[src/rtl/dual_port_memory_arbiter_if.sv]
// Requester-side bus of the dual-port memory arbiter: one request channel
// (read or write) plus a read-response channel with no backpressure.
interface dual_port_memory_arbiter_if #(
    parameter int ADDR_W = 14,
    parameter int DATA_W = 32
);
    logic                  req_valid;
    logic                  req_ready;
    logic                  req_we;
    logic [DATA_W/8-1:0]   req_wmask;
    logic [ADDR_W-1:0]     req_addr;
    logic [DATA_W-1:0]     req_wdata;
    logic                  rsp_valid;
    logic [DATA_W-1:0]     rsp_rdata;

    modport master (
        output req_valid, req_we, req_wmask, req_addr, req_wdata,
        input  req_ready, rsp_valid, rsp_rdata
    );

    modport slave (
        input  req_valid, req_we, req_wmask, req_addr, req_wdata,
        output req_ready, rsp_valid, rsp_rdata
    );
endinterface

[src/rtl/dual_port_memory_arbiter.sv]
// Round-robin arbiter sharing a dual-port memory between two requesters:
// writes go out on port A, reads on port B, read responses are steered back by tag.
module dual_port_memory_arbiter #(
    parameter int ADDR_W       = 14,
    parameter int DATA_W       = 32,
    parameter int READ_LATENCY = 1
) (
    input  logic                  clk,
    input  logic                  rst_n,
    dual_port_memory_arbiter_if.slave m0,
    dual_port_memory_arbiter_if.slave m1,
    output logic [DATA_W/8-1:0]   mem_write_mask,
    output logic [ADDR_W-1:0]     mem_addr_a,
    output logic [ADDR_W-1:0]     mem_addr_b,
    output logic [DATA_W-1:0]     mem_write_data,
    input  logic [DATA_W-1:0]     mem_read_data
);
    localparam int MASK_W = DATA_W / 8;

    logic                    last_grant_reg;
    logic [ADDR_W-1:0]       wr_addr_reg;
    logic [DATA_W-1:0]       wr_data_reg;
    logic [ADDR_W-1:0]       rd_addr_reg;
    logic [READ_LATENCY-1:0] tag_valid_reg;
    logic [READ_LATENCY-1:0] tag_id_reg;

    logic                    grant0;
    logic                    grant1;
    logic                    any_grant;
    logic                    sel_we;
    logic [MASK_W-1:0]       sel_wmask;
    logic [ADDR_W-1:0]       sel_addr;
    logic [DATA_W-1:0]       sel_wdata;
    logic                    wr_grant;
    logic                    rd_grant;

    // Grants are gated by rst_n so nothing is accepted while reset is held.
    always_comb begin
        grant0    = rst_n && m0.req_valid && (!m1.req_valid || last_grant_reg);
        grant1    = rst_n && m1.req_valid && (!m0.req_valid || !last_grant_reg);
        any_grant = grant0 || grant1;
        sel_we    = grant1 ? m1.req_we    : m0.req_we;
        sel_wmask = grant1 ? m1.req_wmask : m0.req_wmask;
        sel_addr  = grant1 ? m1.req_addr  : m0.req_addr;
        sel_wdata = grant1 ? m1.req_wdata : m0.req_wdata;
        wr_grant  = any_grant && sel_we;
        rd_grant  = any_grant && !sel_we;
    end

    assign m0.req_ready = grant0;
    assign m1.req_ready = grant1;

    assign mem_write_mask = wr_grant ? sel_wmask : '0;
    assign mem_addr_a     = wr_grant ? sel_addr  : wr_addr_reg;
    assign mem_write_data = wr_grant ? sel_wdata : wr_data_reg;
    assign mem_addr_b     = rd_grant ? sel_addr  : rd_addr_reg;

    always_ff @(posedge clk or negedge rst_n) begin
        if (!rst_n) begin
            last_grant_reg <= 1'b1;
            wr_addr_reg    <= '0;
            wr_data_reg    <= '0;
            rd_addr_reg    <= '0;
        end else begin
            if (any_grant) begin
                last_grant_reg <= grant1;
            end
            if (wr_grant) begin
                wr_addr_reg <= sel_addr;
                wr_data_reg <= sel_wdata;
            end
            if (rd_grant) begin
                rd_addr_reg <= sel_addr;
            end
        end
    end

    // Tag pipe tracks the memory read latency; the exiting stage steers rsp_valid.
    always_ff @(posedge clk or negedge rst_n) begin
        if (!rst_n) begin
            tag_valid_reg <= '0;
            tag_id_reg    <= '0;
        end else begin
            tag_valid_reg[0] <= rd_grant;
            tag_id_reg[0]    <= grant1;
            for (int i = 1; i < READ_LATENCY; i++) begin
                tag_valid_reg[i] <= tag_valid_reg[i-1];
                tag_id_reg[i]    <= tag_id_reg[i-1];
            end
        end
    end

    assign m0.rsp_valid = tag_valid_reg[READ_LATENCY-1] && !tag_id_reg[READ_LATENCY-1];
    assign m1.rsp_valid = tag_valid_reg[READ_LATENCY-1] &&  tag_id_reg[READ_LATENCY-1];
    assign m0.rsp_rdata = mem_read_data;
    assign m1.rsp_rdata = mem_read_data;

endmodule
[src/flat_wrapper.sv]
// flat-port wrapper written by rule: the top's interface ports become plain ports
module dual_port_memory_arbiter_flat 
#(
    parameter int ADDR_W       = 14,
    parameter int DATA_W       = 32,
    parameter int READ_LATENCY = 1
)
  (clk, rst_n, mem_write_mask, mem_addr_a, mem_addr_b, mem_write_data, mem_read_data, m0_req_valid, m0_req_we, m0_req_wmask, m0_req_addr, m0_req_wdata, m0_req_ready, m0_rsp_valid, m0_rsp_rdata, m1_req_valid, m1_req_we, m1_req_wmask, m1_req_addr, m1_req_wdata, m1_req_ready, m1_rsp_valid, m1_rsp_rdata);
  dual_port_memory_arbiter_if #(.ADDR_W(ADDR_W), .DATA_W(DATA_W)) m0_i ();
  dual_port_memory_arbiter_if #(.ADDR_W(ADDR_W), .DATA_W(DATA_W)) m1_i ();
  input  logic clk;
  input  logic rst_n;
  output logic [DATA_W/8-1:0] mem_write_mask;
  output logic [ADDR_W-1:0] mem_addr_a;
  output logic [ADDR_W-1:0] mem_addr_b;
  output logic [DATA_W-1:0] mem_write_data;
  input  logic [DATA_W-1:0] mem_read_data;
  input wire logic [$bits(m0_i.req_valid)-1:0] m0_req_valid;
  input wire logic [$bits(m0_i.req_we)-1:0] m0_req_we;
  input wire logic [$bits(m0_i.req_wmask)-1:0] m0_req_wmask;
  input wire logic [$bits(m0_i.req_addr)-1:0] m0_req_addr;
  input wire logic [$bits(m0_i.req_wdata)-1:0] m0_req_wdata;
  output wire logic [$bits(m0_i.req_ready)-1:0] m0_req_ready;
  output wire logic [$bits(m0_i.rsp_valid)-1:0] m0_rsp_valid;
  output wire logic [$bits(m0_i.rsp_rdata)-1:0] m0_rsp_rdata;
  input wire logic [$bits(m1_i.req_valid)-1:0] m1_req_valid;
  input wire logic [$bits(m1_i.req_we)-1:0] m1_req_we;
  input wire logic [$bits(m1_i.req_wmask)-1:0] m1_req_wmask;
  input wire logic [$bits(m1_i.req_addr)-1:0] m1_req_addr;
  input wire logic [$bits(m1_i.req_wdata)-1:0] m1_req_wdata;
  output wire logic [$bits(m1_i.req_ready)-1:0] m1_req_ready;
  output wire logic [$bits(m1_i.rsp_valid)-1:0] m1_rsp_valid;
  output wire logic [$bits(m1_i.rsp_rdata)-1:0] m1_rsp_rdata;
  assign m0_i.req_valid = m0_req_valid;
  assign m0_i.req_we = m0_req_we;
  assign m0_i.req_wmask = m0_req_wmask;
  assign m0_i.req_addr = m0_req_addr;
  assign m0_i.req_wdata = m0_req_wdata;
  assign m0_req_ready = m0_i.req_ready;
  assign m0_rsp_valid = m0_i.rsp_valid;
  assign m0_rsp_rdata = m0_i.rsp_rdata;
  assign m1_i.req_valid = m1_req_valid;
  assign m1_i.req_we = m1_req_we;
  assign m1_i.req_wmask = m1_req_wmask;
  assign m1_i.req_addr = m1_req_addr;
  assign m1_i.req_wdata = m1_req_wdata;
  assign m1_req_ready = m1_i.req_ready;
  assign m1_rsp_valid = m1_i.rsp_valid;
  assign m1_rsp_rdata = m1_i.rsp_rdata;
  dual_port_memory_arbiter #(.ADDR_W(ADDR_W), .DATA_W(DATA_W), .READ_LATENCY(READ_LATENCY)) u_core (.clk(clk), .rst_n(rst_n), .m0(m0_i), .m1(m1_i), .mem_write_mask(mem_write_mask), .mem_addr_a(mem_addr_a), .mem_addr_b(mem_addr_b), .mem_write_data(mem_write_data), .mem_read_data(mem_read_data));
endmodule
[config.mk]
export PLATFORM = sky130hd
export DESIGN_NAME = dual_port_memory_arbiter_flat
export DESIGN_NICKNAME = d
export VERILOG_FILES = /design/src/rtl/dual_port_memory_arbiter_if.sv /design/src/rtl/dual_port_memory_arbiter.sv /design/src/flat_wrapper.sv
export SDC_FILE = /design/constraint.sdc
export NUM_CORES = 1
export LEC_CHECK = 0
export CAP_MARGIN = 20
export CORE_AREA = 2 2 146 105
export CTS_BUF_LIST = sky130_fd_sc_hd__clkbuf_8
export DETAILED_ROUTE_END_ITERATION = 12
export DIE_AREA = 0 0 148 107
export RECOVER_POWER = 25
export SLEW_MARGIN = 15
export SYNTH_ARGS = -nofsm -noshare
export SYNTH_HDL_FRONTEND = slang
export SYNTH_SLANG_ARGS = --single-unit
export TNS_END_PERCENT = 20
[constraint.sdc]
create_clock -name clk -period 2.6 [get_ports clk]
set_input_delay 0.52 -clock clk [delete_from_list [all_inputs] [get_ports clk]]
set_output_delay 0.52 -clock clk [all_outputs]
set_load 0.05 [all_outputs]
==> impl_metrics.env, run 1 <==
export IMPL_status="finished, violations left"
export IMPL_violations="setup timing"
export IMPL_reg2reg_slack_ns=0.68
export IMPL_cts_sink_count=63
export IMPL_fin_util_pct=48.2
export IMPL_route_detailed_drc=0
export IMPL_clkSlewWorstSetupHoldPaths_ns=0.07
export IMPL_syn_inst=349
export IMPL_cp_num_buf_inv=3
export IMPL_postLayoutCellArea_um2=6960
export IMPL_gp_congestion=0.770
export IMPL_nets=643
export IMPL_hold_path_class="in2async"
export IMPL_worstPathRequired_ns=2.08
export IMPL_path_cells="nand2b_4 > a32o_2 > buf_12 > nand2_8 > buf_16 > mux2_4 > buf_12"
export IMPL_p_sw_share_pct=38.6
export IMPL_cts_tree="yes"
export IMPL_setup_viol=59
export IMPL_worst_ir_drop_vdd_mv=0.397
export IMPL_core_area_um2=14400
export IMPL_p_int_w=0.00341
export IMPL_syn_nets=487
export IMPL_dp_hpwl_um=7880
export IMPL_reg2reg_depth=7
export IMPL_nFillCells=1304
export IMPL_yosysWarnings=0
export IMPL_syn_cell_area_um2=3560
export IMPL_crit_type="reg2out"
export IMPL_insertion_delay_ns=0.34
export IMPL_yosysSeqAreaShare_pct=44.3
export IMPL_port_buffers=173
export IMPL_routedWlPerCell_um=16.9
export IMPL_rr_endpoint="u_core.wr_addr_reg[12]"
export IMPL_critical_path_max_stage_delay_ns=0.58
export IMPL_cts_buffers=9
export IMPL_crit_fanout=7
export IMPL_drt_vias_per_instance=4.50
export IMPL_grt_max_degree=58
export IMPL_final_layout_size_suffix_gt1_share_pct=48.2
export IMPL_period_needed_ns=2.69
export IMPL_power_frac_seq_pct=23.7
export IMPL_final_hold_viol_count=0
export IMPL_grt_overflow=0
export IMPL_fin_skew_ns=0.00524
export IMPL_die_y_um=107
export IMPL_seqCellArea_um2=1580
export IMPL_p_per_area_nw_per_um2=798
export IMPL_grt_util_all_layers_pct=14.9
export IMPL_h_tree_depth=3
export IMPL_ant_nets=0
export IMPL_n_antenna_cell=0
export IMPL_initial_core_util_pct=24.6
export IMPL_arrival_ns=2.17
export IMPL_multi_input_area_um2=1890
export IMPL_preCtsSetupSlack_ns=-0.339
export IMPL_comb_power_share_pct=58.4
export IMPL_largest_reg_flops=32
export IMPL_avgSynthCellArea_um2=10.2
export IMPL_first_pass_iters=4
export IMPL_grt_pass1_wl_um=18700
export IMPL_r2r_start="u_core.last_grant_reg"
export IMPL_relSlewSlack_pct=64.8
export IMPL_fmax_mhz=371
export IMPL_via_count=3173
export IMPL_tightest_slew_ns=0.526
export IMPL_area_growth_pct=95.4
export IMPL_die_w_um=148
export IMPL_synth_cell_types=26
export IMPL_rows=37
export IMPL_io_pins=270
export IMPL_ys_seq_elements=63
export IMPL_final_period_utilization_pct=104
export IMPL_critPathSlowestCell="dfstp_2"
export IMPL_p_leak_nw=2.91
export IMPL_drv_cap=0
export IMPL_dpl_cell_area_um2=5900
export IMPL_path_delay_family="flip-flops"
export IMPL_p_sw_w=0.00214
export IMPL_clk_path_buf_depth=2
export IMPL_first_global_vias=3501
export IMPL_end_kind="primary output"
export IMPL_setup_ws_ns=-0.0947
export IMPL_cts_root_buf="clkbuf_8"
export IMPL_worst_path_most_repeated_cell="buf_12"
export IMPL_drv_slew=0
export IMPL_die_area_um2=15800
export IMPL_startpoint_type="flop"
export IMPL_antenna_found_initial=0
export IMPL_clkPwrFrac_pct=17.9
export IMPL_rsz0062_at_grt="true"
export IMPL_first_iter_violations=71
export IMPL_finalWirelength_um=11900
[through the flow]
step | TNS, ns | cells | hold slack (ns) | total power, W
2_1_floorplan | -4.43 | 349 | 0.224 | 0.00298
3_3_place_gp | -12.98 | 671 | 0.480 | 0.00413
3_5_place_dp | -15.78 | 671 | 0.489 | 0.00417
4_1_cts | -4.01 | 699 | 0.180 | 0.00550
5_1_grt | -8.81 | 705 | 0.183 | 0.00581
6_report | -3.20 | 705 | 0.208 | 0.00555
[how the worst max path moves through the flow]
stage	from	to	slack [ns]	depth (start not counted)
final	u_core.last_grant_reg	mem_addr_a[11]	-0.09	7
after global routing	u_core.last_grant_reg	mem_write_data[31]	-0.20	8
after CTS	u_core.last_grant_reg	mem_addr_a[3]	-0.09	7
after detailed placement	m1_req_valid	mem_write_data[15]	-0.34	7
after global placement	m1_req_valid	mem_addr_b[8]	-0.26	7
after floorplan	m1_req_valid	mem_write_data[18]	-0.19	6
[layout by cell type, fill, tap and decap left out, types with 5 or more instances in the layout]
cell type	n
clkdlybuf4s50_1	104
a41oi_2	27
a21oi_4	7
mux2_4	32
a21oi_2	12
buf_6	17
nand2_1	72
dfrtp_1	62
clkbuf_8	11
buf_4	40
mux2_2	10
a21oi_1	18
buf_12	63
a41oi_4	5
[cells in the mapped netlist]
library cell / n / area (um2)
buf_4: 69 / 518
a31oi_4: 1 / 21.3
a32o_1: 1 / 10.0
mux2_4: 10 / 150
nand2_4: 1 / 11.3
buf_2: 6 / 30.0
a41oi_1: 32 / 280
a21boi_4: 1 / 18.8
a31oi_1: 1 / 6.26
inv_2: 1 / 3.75
nor2b_1: 1 / 6.26
mux2_2: 28 / 315
a21oi_1: 37 / 185
dfstp_2: 1 / 26.3
inv_1: 2 / 7.51
nand2_2: 1 / 6.26
and3_1: 1 / 6.26
dfrtp_1: 62 / 1550
buf_1: 1 / 3.75
buf_6: 2 / 22.5
and4b_1: 1 / 10.0
clkbuf_1: 11 / 41.3
mux2_1: 4 / 45.0
nand2b_1: 1 / 6.26
nand2_1: 72 / 270
and2_1: 1 / 6.26
[layer usage]
layer / global-route usage, % / part of all wire, % / up-vias
met5: 0 / 0 / -
met4: 5.17 / 1.8 / 0
met3: 5.96 / 8.1 / 26
li1: - / - / 1467
met2: 24.9 / 49 / 135
met1: 17.5 / 42 / 1545
[repair_timing]
action | CTS | global route
hold buffers | 0 | 0
pin swaps | 4 | 5
resized for setup | 81 | 31
setup buffers | 9 | 3
endpoints found under the setup margin | 64 | 64
gates cloned | 3 | 3
[power by group through the flow]
stage	logic, W	clock network (W)	registers (W)
3_3_place_gp	0.00283	0	0.00130
3_5_place_dp	0.00286	0	0.00131
6_report	0.00324	0.000991	0.00131
2_1_floorplan	0.00169	0	0.00129
5_1_grt	0.00338	0.00109	0.00134
4_1_cts	0.00315	0.00105	0.00129
[worst register-to-register path: stages (launching register included)]
cell      delay [ns]
dfstp_2         0.58
nand2b_4        0.14
a32o_2          0.21
buf_12          0.17
nand2_8         0.09
buf_16          0.17
mux2_4          0.32
buf_4           0.14
[layout make-up]
cell class              count  area share, %
clock inverters             5           1.15
inverters                   3          0.162
multi-input cells         194           27.2
flip-flops and latches     63           22.7
clock buffers              11           2.18
repair buffers            234           43.2
well taps                 195           3.51
[cells by family after synthesis]
logic type,count (synthesis),synth area share (%)
AND/OR/NAND/NOR,79,9.07
flip-flops,63,44.3
AO/OA/AOI/OAI,73,14.7
multiplexers,42,14.3
buffers and inverters,92,17.6
Power figures use the tool's default switching activity.
==> run 2, diff against run 1 <==
- SKIP_CTS_REPAIR_TIMING: default -> 1
==> run 2 against run 1 <==
Net effect:
- the flow still finishes with violations (setup timing)
- wire length decreased by 0.58%
- sequential power barely moved
- highest routed layer unchanged
- sequential share of layout area rose by 0.45 points
- clock skew is 0.00056 ns higher
- combinational power shrank 2%
- die area unchanged
==> impl_metrics.env, run 2 (same netlist as run 1, synthesis figures left out) <==
export IMPL_via_count=3131
export IMPL_cts_root_buf="clkbuf_8"
export IMPL_critical_path_max_stage_delay_ns=0.59
export IMPL_die_w_um=148
export IMPL_fmax_mhz=369
export IMPL_end_kind="primary output"
export IMPL_postLayoutCellArea_um2=6820
export IMPL_power_frac_seq_pct=23.8
export IMPL_clkPwrFrac_pct=18.1
export IMPL_largest_reg_flops=32
export IMPL_routedWlPerCell_um=16.9
export IMPL_nets=639
export IMPL_grt_max_degree=58
export IMPL_antenna_found_initial=0
export IMPL_clkSlewWorstSetupHoldPaths_ns=0.07
export IMPL_dpl_cell_area_um2=5900
export IMPL_clk_path_buf_depth=2
export IMPL_grt_pass1_wl_um=16700
export IMPL_p_int_w=0.00337
export IMPL_crit_fanout=8
export IMPL_p_sw_share_pct=38.6
export IMPL_drv_cap=0
export IMPL_cp_num_buf_inv=5
export IMPL_reg2reg_depth=8
export IMPL_critPathSlowestCell="dfstp_2"
export IMPL_violations="setup timing"
export IMPL_worst_path_most_repeated_cell="buf_12"
export IMPL_reg2reg_slack_ns=0.72
export IMPL_rows=37
export IMPL_setup_viol=45
export IMPL_period_needed_ns=2.71
export IMPL_core_area_um2=14400
export IMPL_p_leak_nw=2.92
export IMPL_p_per_area_nw_per_um2=804
export IMPL_p_sw_w=0.00212
export IMPL_tightest_slew_ns=0.530
export IMPL_cts_buffers=9
export IMPL_path_cells="a21boi_4 > a32o_2 > buf_12 > buf_8 > clkbuf_16 > a41oi_1 > buf_4 > buf_12"
export IMPL_nFillCells=1300
export IMPL_port_buffers=173
export IMPL_die_area_um2=15800
export IMPL_r2r_start="u_core.last_grant_reg"
export IMPL_first_pass_iters=3
export IMPL_insertion_delay_ns=0.34
export IMPL_final_hold_viol_count=0
export IMPL_arrival_ns=2.19
export IMPL_fin_util_pct=47.2
export IMPL_route_detailed_drc=0
export IMPL_rsz0062_at_grt="true"
export IMPL_fin_skew_ns=0.00580
export IMPL_cts_sink_count=63
export IMPL_worst_ir_drop_vdd_mv=0.418
export IMPL_area_growth_pct=91.6
export IMPL_crit_type="reg2out"
export IMPL_startpoint_type="flop"
export IMPL_final_common_cell="clkdlybuf4s50_1"
export IMPL_final_layout_size_suffix_gt1_share_pct=45.5
export IMPL_grt_overflow=0
export IMPL_gp_congestion=0.770
export IMPL_n_antenna_cell=0
export IMPL_initial_core_util_pct=24.6
export IMPL_io_pins=270
export IMPL_mostFrequentLayoutCells="103 x clkdlybuf4s50_1, 72 x nand2_1, 63 x buf_12"
export IMPL_h_tree_depth=3
export IMPL_path_delay_family="buffers and inverters"
export IMPL_comb_power_share_pct=58.1
export IMPL_ant_nets=0
export IMPL_first_global_vias=3199
export IMPL_cts_tree="yes"
export IMPL_first_iter_violations=61
export IMPL_hold_path_class="in2async"
export IMPL_relSlewSlack_pct=64.6
export IMPL_drv_slew=0
export IMPL_setup_ws_ns=-0.109
export IMPL_dp_hpwl_um=7880
export IMPL_finalWirelength_um=11800
export IMPL_grt_util_all_layers_pct=13.3
export IMPL_worstPathRequired_ns=2.08
export IMPL_status="finished, violations left"
export IMPL_rr_endpoint="u_core.wr_data_reg[3]"
export IMPL_drt_vias_per_instance=4.47
export IMPL_die_y_um=107
export IMPL_final_period_utilization_pct=104
==> run 2: cell types whose count changed in the layout (fill, tap and decap cells not counted), moves of 2 or more <==
cell            before  now
a21oi_1             18   25
a21oi_4              7    0
buf_4               40   34
mux2_2              10    4
mux2_4              32   36
buf_16               3    0
dlymetal6s2s_1       0    3
buf_6               17   19
mux2_1               0    2
==> run 2: final cells by class <==
class / instances / area (um2) / share of cell area (%)
clock buffer: 11 / 151 / 2.22
clock inverter: 5 / 80.1 / 1.17
inverter: 3 / 11.3 / 0.165
multi-input combinational: 194 / 1810 / 26.5
sequential: 63 / 1580 / 23.1
tap: 195 / 244 / 3.58
timing repair buffer: 230 / 2950 / 43.2
==> run 2: power by group through the flow <==
stage	Combinational (W)	Sequential, W	Clock, W
after floorplan	0.00169	0.00129	0
after global routing	0.00331	0.00133	0.00109
after CTS	0.00287	0.00129	0.00105
after global placement	0.00283	0.00130	0
final	0.00318	0.00131	0.000992
after detailed placement	0.00286	0.00131	0
==> run 2: stage by stage <==
stage	hold slack [ns]	setup slack, ns	instances	TNS, ns	power (W)
6_report	0.187	-0.109	701	-2.96	0.00548
5_1_grt	0.164	-0.208	701	-8.24	0.00573
4_1_cts	0.160	-0.350	687	-16.27	0.00521
3_5_place_dp	0.489	-0.339	671	-15.78	0.00417
3_3_place_gp	0.480	-0.259	671	-12.98	0.00413
2_1_floorplan	0.224	-0.191	349	-4.43	0.00298
==> run 2: worst max-delay path by stage <==
stage                     startpoint                 end  slack (ns)  depth (start not counted)
3_5_place_dp            m1_req_valid  mem_write_data[15]       -0.34                          7
5_1_grt        u_core.last_grant_reg   mem_write_data[4]       -0.21                          8
4_1_cts                 m1_req_valid  mem_write_data[15]       -0.35                          7
2_1_floorplan           m1_req_valid  mem_write_data[18]       -0.19                          6
6_report       u_core.last_grant_reg  mem_write_data[21]       -0.11                          8
3_3_place_gp            m1_req_valid       mem_addr_b[8]       -0.26                          7
==> run 2: per-layer routing <==
metal	part of all wire (%)	track usage, %
met5	0	0
met2	49	21.6
met3	7.9	5.87
met4	1.6	4.97
met1	42	15.4
==> run 2: worst register-to-register path, stage by stage, from the launching register on <==
cell and delay, ns:
dfstp_2 0.59, nand2b_4 0.15, a32o_2 0.20, buf_12 0.15, buf_6 0.13, clkbuf_16 0.15
a41oi_2 0.11, buf_4 0.18, buf_4 0.13
==> run 3, diff against run 2 <==
- ABC_AREA: default -> 1
- CORE_AREA: 2 2 146 105 -> 2 2 126 91
- DIE_AREA: 0 0 148 107 -> 0 0 128 93
- PLACE_DENSITY: default -> 0.82
==> run 3 against run 2 <==
Net effect:
- the flow finishes with violations (capacitance limit, slew limit)
- via count rose by 24%
- cell area fell by 13%
- total power fell by 24%
- combinational power down 37%
- global-route usage up 6.5 points
- worst setup slack improved by 0.20 ns
- synthesized cell count rose by 48%
- hold slack improved by 0.30 ns
- largest power group unchanged
==> impl_metrics.env, run 3 <==
export IMPL_worst_ir_drop_vdd_mv=0.432
export IMPL_p_leak_nw=3.09
export IMPL_initial_core_util_pct=35.1
export IMPL_avgSynthCellArea_um2=7.32
export IMPL_tightest_slew_ns=1.55
export IMPL_ys_seq_elements=63
export IMPL_routedWlPerCell_um=16.4
export IMPL_syn_inst=515
export IMPL_grt_max_degree=64
export IMPL_synth_cell_types=17
export IMPL_drv_slew=64
export IMPL_relSlewSlack_pct=-3.02
export IMPL_synth_top_area_cell="dfrtp_1"
export IMPL_syn_cell_area_um2=3770
export IMPL_period_needed_ns=2.51
export IMPL_ys_async_sr_fraction_pct=100
export IMPL_die_y_um=93
export IMPL_critPathSlowestCell="clkdlybuf4s50_1"
export IMPL_grt_pass1_wl_um=18200
export IMPL_first_iter_violations=156
export IMPL_largest_reg_flops=32
export IMPL_drv_cap=1
export IMPL_die_w_um=128
export IMPL_grt_util_all_layers_pct=19.8
export IMPL_route_detailed_drc=0
export IMPL_holdWs_ns=0.483
export IMPL_cts_sink_count=63
export IMPL_startpoint_type="input port"
export IMPL_via_count=3885
export IMPL_yosysSeqAreaShare_pct=41.9
export IMPL_cts_buffers=9
export IMPL_crit_fanout=13
export IMPL_setup_viol=0
export IMPL_finalWirelength_um=13100
export IMPL_gp_congestion=0.868
export IMPL_yosysMostFrequentCell="nand2_1"
export IMPL_syn_nets=653
export IMPL_cts_tree="yes"
export IMPL_busiest_layer="met2"
export IMPL_path_delay_family="buffers and inverters"
export IMPL_fin_skew_ns=0.00704
export IMPL_port_buffers=173
export IMPL_finalSetupTns_ns=0
export IMPL_dp_hpwl_um=8450
export IMPL_first_global_vias=3719
export IMPL_fmax_mhz=398
export IMPL_end_kind="primary output"
export IMPL_yosysTopAreaCellShare_pct=41.2
export IMPL_worst_path_most_repeated_cell="nand3_4"
export IMPL_synth_edf_count=0
export IMPL_yosysWarnings=0
export IMPL_met3_usage_pct=8.70
export IMPL_drt_vias_per_instance=4.88
export IMPL_first_pass_iters=4
export IMPL_cts_root_buf="clkbuf_8"
export IMPL_nets=793
export IMPL_worstPathRequired_ns=2.08
export IMPL_insertion_delay_ns=0.34
export IMPL_netlist_top_cells_count="224 x nand2_1, 108 x nand3_1, 70 x buf_4, 62 x dfrtp_1, 17 x buf_2"
export IMPL_path_cells="clkdlybuf4s50_1 > inv_1 > nand3_4 > nand3_4 > buf_8 > a21oi_2 > buf_12"
export IMPL_cp_num_buf_inv=4
export IMPL_rows=32
export IMPL_clkSlewWorstSetupHoldPaths_ns=0.07
export IMPL_synthTopCellsByArea="dfrtp_1 41%, nand2_1 22%, nand3_1 14%"
export IMPL_clk_path_buf_depth=2
export IMPL_met2_usage_pct=32.4
export IMPL_p_per_area_nw_per_um2=701
export IMPL_final_layout_size_suffix_gt1_share_pct=23.8
export IMPL_rsz0062_at_grt="false"
export IMPL_die_area_um2=11900
export IMPL_mostFrequentLayoutCells="220 x nand2_1, 106 x nand3_1, 104 x clkdlybuf4s50_1"
export IMPL_h_tree_depth=3
export IMPL_io_pins=270
export IMPL_antenna_found_initial=0
export IMPL_final_period_utilization_pct=96.5
export IMPL_violations="capacitance limit, slew limit"
export IMPL_hold_path_class="reg2reg"
export IMPL_core_area_um2=10700
export IMPL_final_hold_viol_count=0
export IMPL_grt_overflow=0
export IMPL_synth_flop_cell="dfrtp_1"
export IMPL_final_common_cell="nand2_1"
export IMPL_status="finished, violations left"
export IMPL_critical_path_max_stage_delay_ns=0.52
export IMPL_arrival_ns=1.99
export IMPL_ant_nets=0
export IMPL_grtUsageMet1_pct=23.5
export IMPL_crit_type="in2out"
export IMPL_area_growth_pct=57.2
export IMPL_n_antenna_cell=0
-- run 3: changes by cell type in the layout (fill, tap and decap cells not counted), moves of 3 or more --
cell / change
a21oi_1: -25
a21oi_2: -8
a41oi_2: -26
a41oi_4: -5
buf_12: -50
buf_4: +24
buf_6: +19
clkinv_4: +3
inv_1: +4
mux2_2: -4
mux2_4: -36
nand2_1: +148
nand2_2: +5
nand3_1: +106
-- run 3: tightest hold or removal path, delay by kind of cell, from the launching register on --
kind	cells	cell delay [ns]
flip-flops	1	0.33
AND/OR/NAND/NOR	2	0.12
-- run 3: logic make-up after synthesis --
kind of cell           count (synthesis)  synth area share (%)
AOI/OAI and AO/OA                      7                  1.29
buffers and inverters                106                  18.9
DFF                                   63                  41.9
and+or+nand+nor                      339                  37.9
-- run 3: metrics by stage --
step	total power (W)	util, %	cells	worst slack [ns]	instance area [um2]
6_report	0.00416	55.2	796	0.0898	5930
5_1_grt	0.00436	55.2	796	0.00695	5930
4_1_cts	0.00402	51.4	784	-0.159	5510
3_5_place_dp	0.00305	49.3	768	-0.143	5290
3_3_place_gp	0.00303	49.3	768	-0.0682	5290
2_1_floorplan	0.00258	-	515	0.0333	3770
-- run 3: per-layer routing --
layer	share of wire, %	up-vias
li1	-	1859
met3	11	25
met4	1.7	0
met1	43	1773
met2	44	228
met5	0	-
-- run 3: area by class of cell --
type | count | area (um2)
clock buffers | 9 | 124
clock inverters | 7 | 97.6
fillers | 963 | 4800
inverters | 10 | 42.5
multi-input cells | 346 | 1540
flip-flops and latches | 63 | 1580
well taps | 136 | 170
repair buffers | 225 | 2370
-- run 3: final timing paths --
kind	endpoint	start	slack, ns	cells past startpoint
setup / recovery	mem_write_mask[1]	m1_req_we	0.09	7
hold / removal	u_core.wr_data_reg[1]	u_core.wr_data_reg[1]	0.48	2
setup reg to reg	u_core.wr_data_reg[19]	u_core.last_grant_reg	0.92	8
hold reg to reg	u_core.wr_data_reg[1]	u_core.wr_data_reg[1]	0.48	2
max in group asynchronous	u_core.wr_data_reg[2]	rst_n	0.93	2
min in group asynchronous	u_core.rd_addr_reg[3]	rst_n	0.73	2
-- run 3: report_power, final --
group | switching (W) | total (W) | internal, W
clock network | 0.000407 | 0.000948 | 0.000541
registers | 0.0000523 | 0.00122 | 0.00116
logic | 0.00124 | 0.00199 | 0.000747
total | 0.00170 | 0.00416 | 0.00245
